==> src/rtl/define.sv <==
// rtl/define.sv - shared AXI widths, response and burst encodings
`ifndef AXI_DEFINE_SV
`define AXI_DEFINE_SV
`define ID_BITS     4
`define ADDR_WIDTH  32
`define LEN_BITS    8
`define SIZE_BITS   3
`define DATA_WIDTH  32
`define RESP_OKAY   3'b000
`define BURST_FIXED 2'b00
`define BURST_INCR  2'b01
`define BURST_WRAP  2'b10
`endif

==> src/rtl/axi_interface_master_write_pkg.sv <==
// rtl/axi_interface_master_write_pkg.sv - widths, request struct and helpers for the AXI write master
// Same guard as define.sv, so whichever of the two is compiled first supplies the macros.
`ifndef AXI_DEFINE_SV
`define AXI_DEFINE_SV
`define ID_BITS     4
`define ADDR_WIDTH  32
`define LEN_BITS    8
`define SIZE_BITS   3
`define DATA_WIDTH  32
`define RESP_OKAY   3'b000
`define BURST_FIXED 2'b00
`define BURST_INCR  2'b01
`define BURST_WRAP  2'b10
`endif

package axi_interface_master_write_pkg;

    localparam int ID_W   = `ID_BITS;
    localparam int ADDR_W = `ADDR_WIDTH;
    localparam int LEN_W  = `LEN_BITS;
    localparam int SIZE_W = `SIZE_BITS;
    localparam int DATA_W = `DATA_WIDTH;
    localparam int STRB_W = DATA_W / 8;

    localparam logic [2:0] RESP_OKAY   = `RESP_OKAY;
    localparam logic [1:0] BURST_FIXED = `BURST_FIXED;
    localparam logic [1:0] BURST_INCR  = `BURST_INCR;
    localparam logic [1:0] BURST_WRAP  = `BURST_WRAP;

    typedef struct packed {
        logic [ID_W-1:0]   id;
        logic [ADDR_W-1:0] addr;
        logic [LEN_W-1:0]  len;
        logic [SIZE_W-1:0] size;
        logic [1:0]        burst;
    } aw_req_t;

    function automatic logic resp_is_err(input logic [2:0] resp,
                                         input logic [ID_W-1:0] bid,
                                         input logic [ID_W-1:0] id);
        return (resp != RESP_OKAY) || (bid != id);
    endfunction

endpackage

==> src/rtl/axi_interface_master_write_fifo.sv <==
// rtl/axi_interface_master_write_fifo.sv - first-word fall-through FIFO holding {wstrb, wdata} beats
module axi_wdata_fifo #(
    parameter int WIDTH = 36,
    parameter int DEPTH = 8
) (
    input  logic             clk_i,
    input  logic             rst_i,
    input  logic             push,
    input  logic [WIDTH-1:0] push_data,
    input  logic             pop,
    output logic [WIDTH-1:0] pop_data,
    output logic             full,
    output logic             empty
);

    localparam int PTR_W = $clog2(DEPTH);

    logic [WIDTH-1:0] mem [DEPTH];
    logic [PTR_W-1:0] wr_ptr;
    logic [PTR_W-1:0] rd_ptr;
    logic [PTR_W:0]   count;
    logic             do_push;
    logic             do_pop;

    // A push while full is dropped even if a pop frees a slot in the same cycle.
    assign do_push  = push && !full;
    assign do_pop   = pop && !empty;
    assign full     = (count == (PTR_W+1)'(DEPTH));
    assign empty    = (count == '0);
    assign pop_data = mem[rd_ptr];

    always_ff @(posedge clk_i or posedge rst_i) begin
        if (rst_i) begin
            wr_ptr <= '0;
            rd_ptr <= '0;
            count  <= '0;
        end else begin
            if (do_push) wr_ptr <= wr_ptr + 1'b1;
            if (do_pop)  rd_ptr <= rd_ptr + 1'b1;
            case ({do_push, do_pop})
                2'b10:   count <= count + 1'b1;
                2'b01:   count <= count - 1'b1;
                default: count <= count;
            endcase
        end
    end

    // Storage is flushed by the pointer reset; contents need no reset.
    always_ff @(posedge clk_i) begin
        if (do_push) mem[wr_ptr] <= push_data;
    end

endmodule

==> src/rtl/axi_interface_master_write.sv <==
// rtl/axi_interface_master_write.sv - single-outstanding AXI write master with buffered write data
module axi_interface_master_write
    import axi_interface_master_write_pkg::*;
#(
    parameter int FIFO_DEPTH = 8
) (
    input  logic              clk_i,
    input  logic              rst_i,
    input  logic              i_req,
    output logic              o_req_ready,
    input  logic [ADDR_W-1:0] i_addr,
    input  logic [LEN_W-1:0]  i_len,
    input  logic [SIZE_W-1:0] i_size,
    input  logic [1:0]        i_burst,
    input  logic [ID_W-1:0]   i_id,
    input  logic [DATA_W-1:0] i_wdata,
    input  logic [STRB_W-1:0] i_wstrb,
    input  logic              i_wvalid,
    output logic              o_wready,
    output logic              o_done,
    output logic              o_err,
    output logic [2:0]        o_bresp,
    output logic [ID_W-1:0]   awid,
    output logic [ADDR_W-1:0] awaddr,
    output logic [LEN_W-1:0]  awlen,
    output logic [SIZE_W-1:0] awsize,
    output logic [1:0]        awburst,
    output logic              awvalid,
    input  logic              awready,
    output logic [DATA_W-1:0] wdata,
    output logic [STRB_W-1:0] wstrb,
    output logic              wlast,
    output logic              wvalid,
    input  logic              wready,
    input  logic [ID_W-1:0]   bid,
    input  logic [2:0]        bresp,
    input  logic              bvalid,
    output logic              bready
);

    typedef enum logic [1:0] {S_IDLE, S_ADDR, S_DATA, S_RESP} state_t;

    state_t                     state;
    aw_req_t                    req_q;
    logic [LEN_W-1:0]           beat_cnt;
    logic [STRB_W+DATA_W-1:0]   fifo_head;
    logic                       fifo_full;
    logic                       fifo_empty;
    logic                       w_hs;

    axi_wdata_fifo #(
        .WIDTH (STRB_W + DATA_W),
        .DEPTH (FIFO_DEPTH)
    ) u_fifo (
        .clk_i     (clk_i),
        .rst_i     (rst_i),
        .push      (i_wvalid),
        .push_data ({i_wstrb, i_wdata}),
        .pop       (w_hs),
        .pop_data  (fifo_head),
        .full      (fifo_full),
        .empty     (fifo_empty)
    );

    // Every output comes from state registers or the FIFO head, never from awready/wready/bvalid.
    assign o_req_ready = (state == S_IDLE);
    assign o_wready    = !fifo_full;
    assign awvalid     = (state == S_ADDR);
    assign bready      = (state == S_RESP);
    assign wvalid      = (state == S_DATA) && !fifo_empty;
    assign wlast       = (state == S_DATA) && (beat_cnt == req_q.len);
    assign wdata       = wvalid ? fifo_head[DATA_W-1:0] : '0;
    assign wstrb       = wvalid ? fifo_head[STRB_W+DATA_W-1:DATA_W] : '0;
    assign w_hs        = wvalid && wready;

    assign awid    = req_q.id;
    assign awaddr  = req_q.addr;
    assign awlen   = req_q.len;
    assign awsize  = req_q.size;
    assign awburst = req_q.burst;

    always_ff @(posedge clk_i or posedge rst_i) begin
        if (rst_i) begin
            state    <= S_IDLE;
            req_q    <= '0;
            beat_cnt <= '0;
            o_done   <= 1'b0;
            o_err    <= 1'b0;
            o_bresp  <= '0;
        end else begin
            o_done <= 1'b0;
            case (state)
                S_IDLE: begin
                    if (i_req) begin
                        req_q    <= '{id: i_id, addr: i_addr, len: i_len,
                                      size: i_size, burst: i_burst};
                        beat_cnt <= '0;
                        state    <= S_ADDR;
                    end
                end
                S_ADDR: begin
                    if (awready) state <= S_DATA;
                end
                S_DATA: begin
                    if (w_hs) begin
                        if (beat_cnt == req_q.len) state <= S_RESP;
                        else                       beat_cnt <= beat_cnt + 1'b1;
                    end
                end
                S_RESP: begin
                    if (bvalid) begin
                        o_bresp <= bresp;
                        o_err   <= resp_is_err(bresp, bid, req_q.id);
                        o_done  <= 1'b1;
                        state   <= S_IDLE;
                    end
                end
                default: state <= S_IDLE;
            endcase
        end
    end

endmodule

==> config.mk <==
export PLATFORM = sky130hd
export DESIGN_NAME = axi_interface_master_write
export DESIGN_NICKNAME = d
export VERILOG_FILES = /design/src/rtl/define.sv /design/src/rtl/axi_interface_master_write_pkg.sv /design/src/rtl/axi_interface_master_write_fifo.sv /design/src/rtl/axi_interface_master_write.sv
export SDC_FILE = /design/constraint.sdc
export NUM_CORES = 1
export LEC_CHECK = 0
export ABC_AREA = 1
export ABC_CLOCK_PERIOD_IN_PS = 3800
export BUFFER_PORTS_ARGS = -buffer_cell sky130_fd_sc_hd__buf_2
export CAP_MARGIN = 0
export CELL_PAD_IN_SITES_DETAIL_PLACEMENT = 0
export CELL_PAD_IN_SITES_GLOBAL_PLACEMENT = 1
export CORE_MARGIN = 1.5
export CORE_UTILIZATION = 41
export CTS_CLUSTER_DIAMETER = 80
export DETAILED_ROUTE_END_ITERATION = 8
export PLACE_DENSITY = 0.83
export SYNTH_ARGS = -nofsm -noshare
export SYNTH_HDL_FRONTEND = slang
export SYNTH_HIERARCHICAL = 1
export SYNTH_SLANG_ARGS = --single-unit
==> constraint.sdc <==
create_clock -name clk_i -period 3.8 [get_ports clk_i]
set_input_delay 0.19 -clock clk_i [delete_from_list [all_inputs] [get_ports clk_i]]
set_output_delay 0.19 -clock clk_i [all_outputs]
set_load 0.03 [all_outputs]
# [Word-level counts from Yosys, hierarchy flattened]
# Memories as Yosys holds them, arrays and structs flattened.
# Index checks and enable logic that the tools add are counted.
[classes] add_sub_neg=5 mul=0 div_mod_pow=0 order_cmp=0 eq_ne=14 shift=0 mux=17 bitwise=0 reduce_logical=17
[op_table] cell="32-bit 2-to-1 mux" count=1
[op_table] cell="8-bit 2-to-1 mux" count=3
[op_table] cell="8-bit case mux with 2 select lines" count=1
[op_table] cell="2-bit 2-to-1 mux" count=5
[op_table] cell="8-bit by 1-bit adder with 8-bit output (second input constant)" count=1
[op_table] cell="8-bit == test" count=1
[op_table] cell="2-bit case mux with 4 select lines" count=1
[op_table] cell="4-bit case mux with 2 select lines" count=1
[op_table] cell="3-bit by 1-bit adder with 3-bit output (second input constant)" count=2
[op_table] cell="2-bit == test (second input constant)" count=3
[op_table] cell="2-bit by 1-bit inequality test with 1-bit output (second input constant)" count=3
[op_table] cell="2-bit inequality test (second input constant)" count=3
[op_table] cell="1-bit logical AND" count=5
[op_table] cell="5-bit AND reduction" count=1
[op_table] cell="4-bit by 1-bit adder with 4-bit output (second input constant)" count=1
[op_table] cell="2-bit by 1-bit == test with 1-bit output (second input constant)" count=2
[op_table] cell="4-bit == test (second input constant)" count=1
[op_table] cell="4-bit zero test" count=1
[op_table] cell="1-bit 2-to-1 mux" count=4
[op_table] cell="4-bit 2-to-1 mux" count=1
[op_table] cell="4-bit inequality test" count=1
[op_table] cell="2-bit AND reduction" count=2
[op_table] cell="4-bit AND reduction" count=1
[op_table] cell="2-bit nonzero test" count=2
[op_table] cell="5 further kinds" count=6
[totals] register_bits=74 latch_bits=0 ramBits=288 mem_bits_ro=0 inputBits=99 out_inout_bits=96 wordCells=67 n_memories=1
[memory_table] memory="u_fifo.mem" words=8 width=36 rd=1 rd_ports_with_merged_regs=0 write_ports=1 line="axi_interface_master_write_fifo.sv:18" rtl="logic [WIDTH-1:0] mem [DEPTH];"

# [Depth between registers and ports, before layout]
[depth] word_depth=7 depth_mapped=17 depth_no_buf=16

# [By module]
# Netlist, hierarchy kept.
[modules_own_cells] mod="axi_wdata_fifo" n_inst=1 cells_each=1325 area_each_um2=12979.9 seq_area_each_um2=8898.5
[modules_own_cells] mod="axi_interface_master_write" n_inst=1 cells_each=330 area_each_um2=3155.5 seq_area_each_um2=1601.5

# [Least setup slack after synthesis]
# Ideal clock, no wire load.
[synth_path] kind="register -> register" start="register u_fifo.count[0]" end="memory u_fifo.mem[4][0], enable pin" setup_ns=0.474 t_arrival_ns=3.288 required_ns=3.326 setup_slack_ns=0.038 path_stages_with_launch=6 n_path_buf=1 synth_period_minus_slack_ns=3.762 path_cell_list="dfrtp_1 nor2_1 nand3_1 nand2_1 buf_2 nor3_1"
[synth_between] elab_chain_cells=5
[synth_lines] element="from (decl)" line="axi_interface_master_write_fifo.sv:21" rtl="logic [PTR_W:0] count;"
[synth_lines] element="from (signal assigned)" line="axi_interface_master_write_fifo.sv:41" rtl="2'b10: count <= count + 1'b1;"
[synth_lines] element="from (signal assigned)" line="axi_interface_master_write_fifo.sv:42" rtl="2'b01: count <= count - 1'b1;"
[synth_lines] element="from (signal assigned)" line="axi_interface_master_write_fifo.sv:43" rtl="default: count <= count;"
[synth_lines] element="4-bit == test" line="axi_interface_master_write_fifo.sv:28" rtl="assign full = (count == (PTR_W+1)'(DEPTH));"
[synth_lines] element="1-bit zero test" line="axi_interface_master_write_fifo.sv:26" rtl="assign do_push = push && !full;"
[synth_lines] element="1-bit logical AND" line="axi_interface_master_write_fifo.sv:26"
[synth_lines] element="1-bit 2-to-1 mux" line="axi_interface_master_write_fifo.sv:50" rtl="if (do_push) mem[wr_ptr] <= push_data;"
[synth_lines] element="1-bit 2-to-1 mux (implied by the code)" line="axi_interface_master_write_fifo.sv:50"
[synth_lines] element="to (decl)" line="axi_interface_master_write_fifo.sv:18"
# Every way passes these cells.

# [Final worst setup path]
[layout_path] start="register u_fifo.rd_ptr[0]" end="output port wdata[16]"
[layout_between] elab_chain_cells=2
[layout_lines] element="from (decl)" line="axi_interface_master_write_fifo.sv:20" rtl="logic [PTR_W-1:0] rd_ptr;"
[layout_lines] element="from (signal assigned)" line="axi_interface_master_write_fifo.sv:39" rtl="if (do_pop) rd_ptr <= rd_ptr + 1'b1;"
[layout_lines] element="memory read 8 x 36 bit"
[layout_lines] element="net fifo_head[16]" line="axi_interface_master_write.sv:46" rtl="logic [STRB_W+DATA_W-1:0] fifo_head;"
[layout_lines] element="32-bit 2-to-1 mux" line="axi_interface_master_write.sv:72" rtl="assign wdata = wvalid ? fifo_head[DATA_W-1:0] : '0;"
[layout_lines] element="to (decl)" line="axi_interface_master_write.sv:30" rtl="output logic [DATA_W-1:0] wdata,"
# The timed path passes the listed nets, and every way through them passes these cells.

==> flow_summary.toml <==
[sta]
finalHoldViolCount = 0
post-route-min-period_ns = 2.96
skew_ns = 0.0260
timing.final.crit_share_pct = 77.9
worstMarginPinSlew_ns = 1.00
final-setup-viol-count = 0
fmax_mhz = 338
fin_ws_ns = 0.839
fin_setup_tns_ns = 0
rsz0062_at_grt = "no"
drv_slew = 0
slew_headroom_pct = 33.0

[outcome]
status = "finished, final reports clean"

[clock_network]
clock-sinks = 362
cts_root_buffer = "clkbuf_16"
cts_buffers = 39
post_cts_buffers = 0
cts_tree = "built"
clock_latency_ns = 0.55
cts-resized-gates = 0
clockBufferDepth = 3
path_clk_slew_ns = 0.06
cts_max_level = 2

[global_routing]
grt_pass1_vias = 11400
grt-ovfl-total = 0
grt_pass1_wl_mm = 60.0
grt_usage_pct = 18.8
antenna_found_initial = 2
grt_max_degree = 105

[synth]
yosysSeqAreaShare_pct = 65.1
syn-num-nets = 1765
avgSynthCellArea_um2 = 9.75
syn_area_um2 = 16100
synth_area_leader_cell = "edfxtp_1"
synth.distinct_cells = 32
ys.warnings.count = 6
yosys-top-cells-area = "edfxtp_1 (54%), nand2_1 (13%), dfrtp_1 (11%)"
syn_inst = 1655
synth_seq_cells = 362
synth_top_area_share_pct = 53.6

[worst_setup_path]
crit_top_cell = "nand2_1"
cp_data_arrival_time_ns = 2.77
path_class = "flip-flop to output port"
critPathMaxStageDelay_ns = 0.83
cpMaxStageDelayCell = "dfrtp_4"
path_max_fanout = 62
path_cells = "buf_4 -> nor2_1 -> nor2_1 -> nand2_1 -> nand2_1 -> nand2_1 -> nand2_1 -> inv_1 -> nor2_1 -> buf_2"
worstSetupEndpointType = "output port"
crit_path_start_kind = "flip-flop"
required_ns = 3.61

[floorplanning]
die_h_um = 201
num_rows = 72
core_um2 = 38700
io_pins = 195
initial_core_util_pct = 41.7
die_x_um = 201
die_area_um2 = 40600

[place]
routabilityCongestion = 0.766
hpwl_mm = 21.3
port_buffers = 194
place_ws_ns = 1.10

[power_and_ir_drop]
p_leak_nw = 9.11
ir_drop_v = 0.000552
pwr_density_cell_nw_per_um2 = 770

[final_layout]
fin_nets = 2058
mostFrequentLayoutCells = "nand2_1 (545), nor2_1 (343), edfxtp_1 (288)"
synthToLayoutAreaGrowth_pct = 23.1
mostFrequentLayoutCell = "nand2_1"
drive_gt1_share_pct = 17.4
fill_cells = 3490

[drt]
num_vias = 11400
via_per_inst = 4.57
wl_mm = 37.2
dr.first_iter.drc_count = 531
drc_errors = 0
ant_nets = 0
drt-pass1-iter-count = 6
routedWlPerCell_um = 14.9

[min_path]
min_path_type = "input pin to flip-flop"

[run]
cap_violations = 0
[cell usage after synthesis (all sizes together)]
cell type	n
nand2	548
nor2	345
edfxtp	288
inv	216
dfrtp	74
buf	49
mux2	45
clkbuf	15
nand3	15
nor3	11
xnor2	11
ha	10
a21oi	6
nand4	6
o21ai	5
xor2	5
clkinv	2
fa	1
nor3b	1
o22ai	1
or2	1
[layer usage]
| metal | vias to the layer above | global-route usage [%] | share of wire (%) |
|---|---|---|---|
| li1 | 5722 | - | - |
| met1 | 5322 | 23.4 | 43 |
| met2 | 304 | 32.7 | 49 |
| met3 | 58 | 4.58 | 6.6 |
| met4 | 0 | 5.06 | 2.0 |
| met5 | - | 0 | 0 |
[critical path, delay by kind of cell (launching register included)]
family	cells	cell delay (ns)
buffers and inverters	3	0.75
DFF	1	0.83
and+or+nand+nor	7	0.60
[area by class of cell]
| type | instances | area (µm²) | area share, % |
|---|---|---|---|
| Sequential cell | 362 | 10500 | 52.9 |
| Clock inverter | 19 | 179 | 0.901 |
| Antenna cell | 2 | 5.00 | 0.0252 |
| Clock buffer | 52 | 1080 | 5.42 |
| Inverter | 218 | 827 | 4.16 |
| Timing Repair Buffer | 316 | 2130 | 10.7 |
| Multi-Input combinational cell | 1011 | 4490 | 22.6 |
| Tap cell | 518 | 648 | 3.26 |
[final timing paths]
| kind | slack, ns | from | to | cells past startpoint |
|---|---|---|---|---|
| min in group asynchronous | 0.20 | rst_i | u_fifo/count[3]$_DFFE_PP0P_ | 3 |
| max reg2reg | 1.11 | state[0]$_DFFE_PP0P_ | u_fifo/count[3]$_DFFE_PP0P_ | 15 |
| min reg2reg | 0.51 | awaddr[15]$_DFFE_PP0P_ | awaddr[15]$_DFFE_PP0P_ | 1 |
| min | 0.06 | bvalid | o_done$_DFF_PP0_ | 3 |
| max | 0.84 | u_fifo/rd_ptr[0]$_DFFE_PP0P_ | wdata[16] | 10 |
| max in group asynchronous | 2.51 | rst_i | awaddr[1]$_DFFE_PP0P_ | 4 |
[flip-flops by register name (all words and copies together) (netlist names)]
| register | count |
|---|---|
| awid | 4 |
| o_done | 1 |
| u_fifo/mem | 288 |
| awaddr | 32 |
| awlen | 8 |
| u_fifo/wr_ptr | 3 |
| u_fifo/rd_ptr | 3 |
| awburst | 2 |
| beat_cnt | 8 |
| awsize | 3 |
| state | 2 |
| u_fifo/count | 4 |
| o_bresp | 3 |
| o_err | 1 |
[report_power, final]
group | internal (W) | switching [W]
Clock | 0.00220 | 0.00151
Combinational | 0.00191 | 0.00411
Sequential | 0.00512 | 0.000466
Total | 0.00922 | 0.00608
[metrics by stage]
step           cell area [µm²]  hold WS [ns]  cells  utilization [%]  total power [W]
2_1_floorplan            16100        0.0302   1655                -           0.0100
5_1_grt                  19900        0.0828   2497             51.3           0.0164
3_5_place_dp             17700         0.213   2331             45.6           0.0116
3_3_place_gp             17700         0.206   2331             45.6           0.0115
4_1_cts                  19900        0.0381   2496             51.3           0.0154
6_report                 19900        0.0619   2498             51.3           0.0153
[kinds of logic (layout without fill, tap and decap cells)]
group                    count (synthesis)  in the layout  share of synthesized area, %
AO/OA/AOI/OAI                           12             12                         0.450
XOR/XNOR                                16             16                         0.868
adder cells (fa/ha/maj)                 11             11                         0.900
buffers and inverters                  282            605                          7.38
flip-flops                             362            362                          65.1
multiplexers                            45             45                          3.14
other                                    0              2                             0
AND/OR/NAND/NOR                        927            927                          22.2
[timing repair]
item                                   CTS  global route
endpoints found under the hold margin  395             0
hold buffers                            94             0
setup endpoints to repair                0             0
No activity file was read; power rests on OpenSTA's default activity.
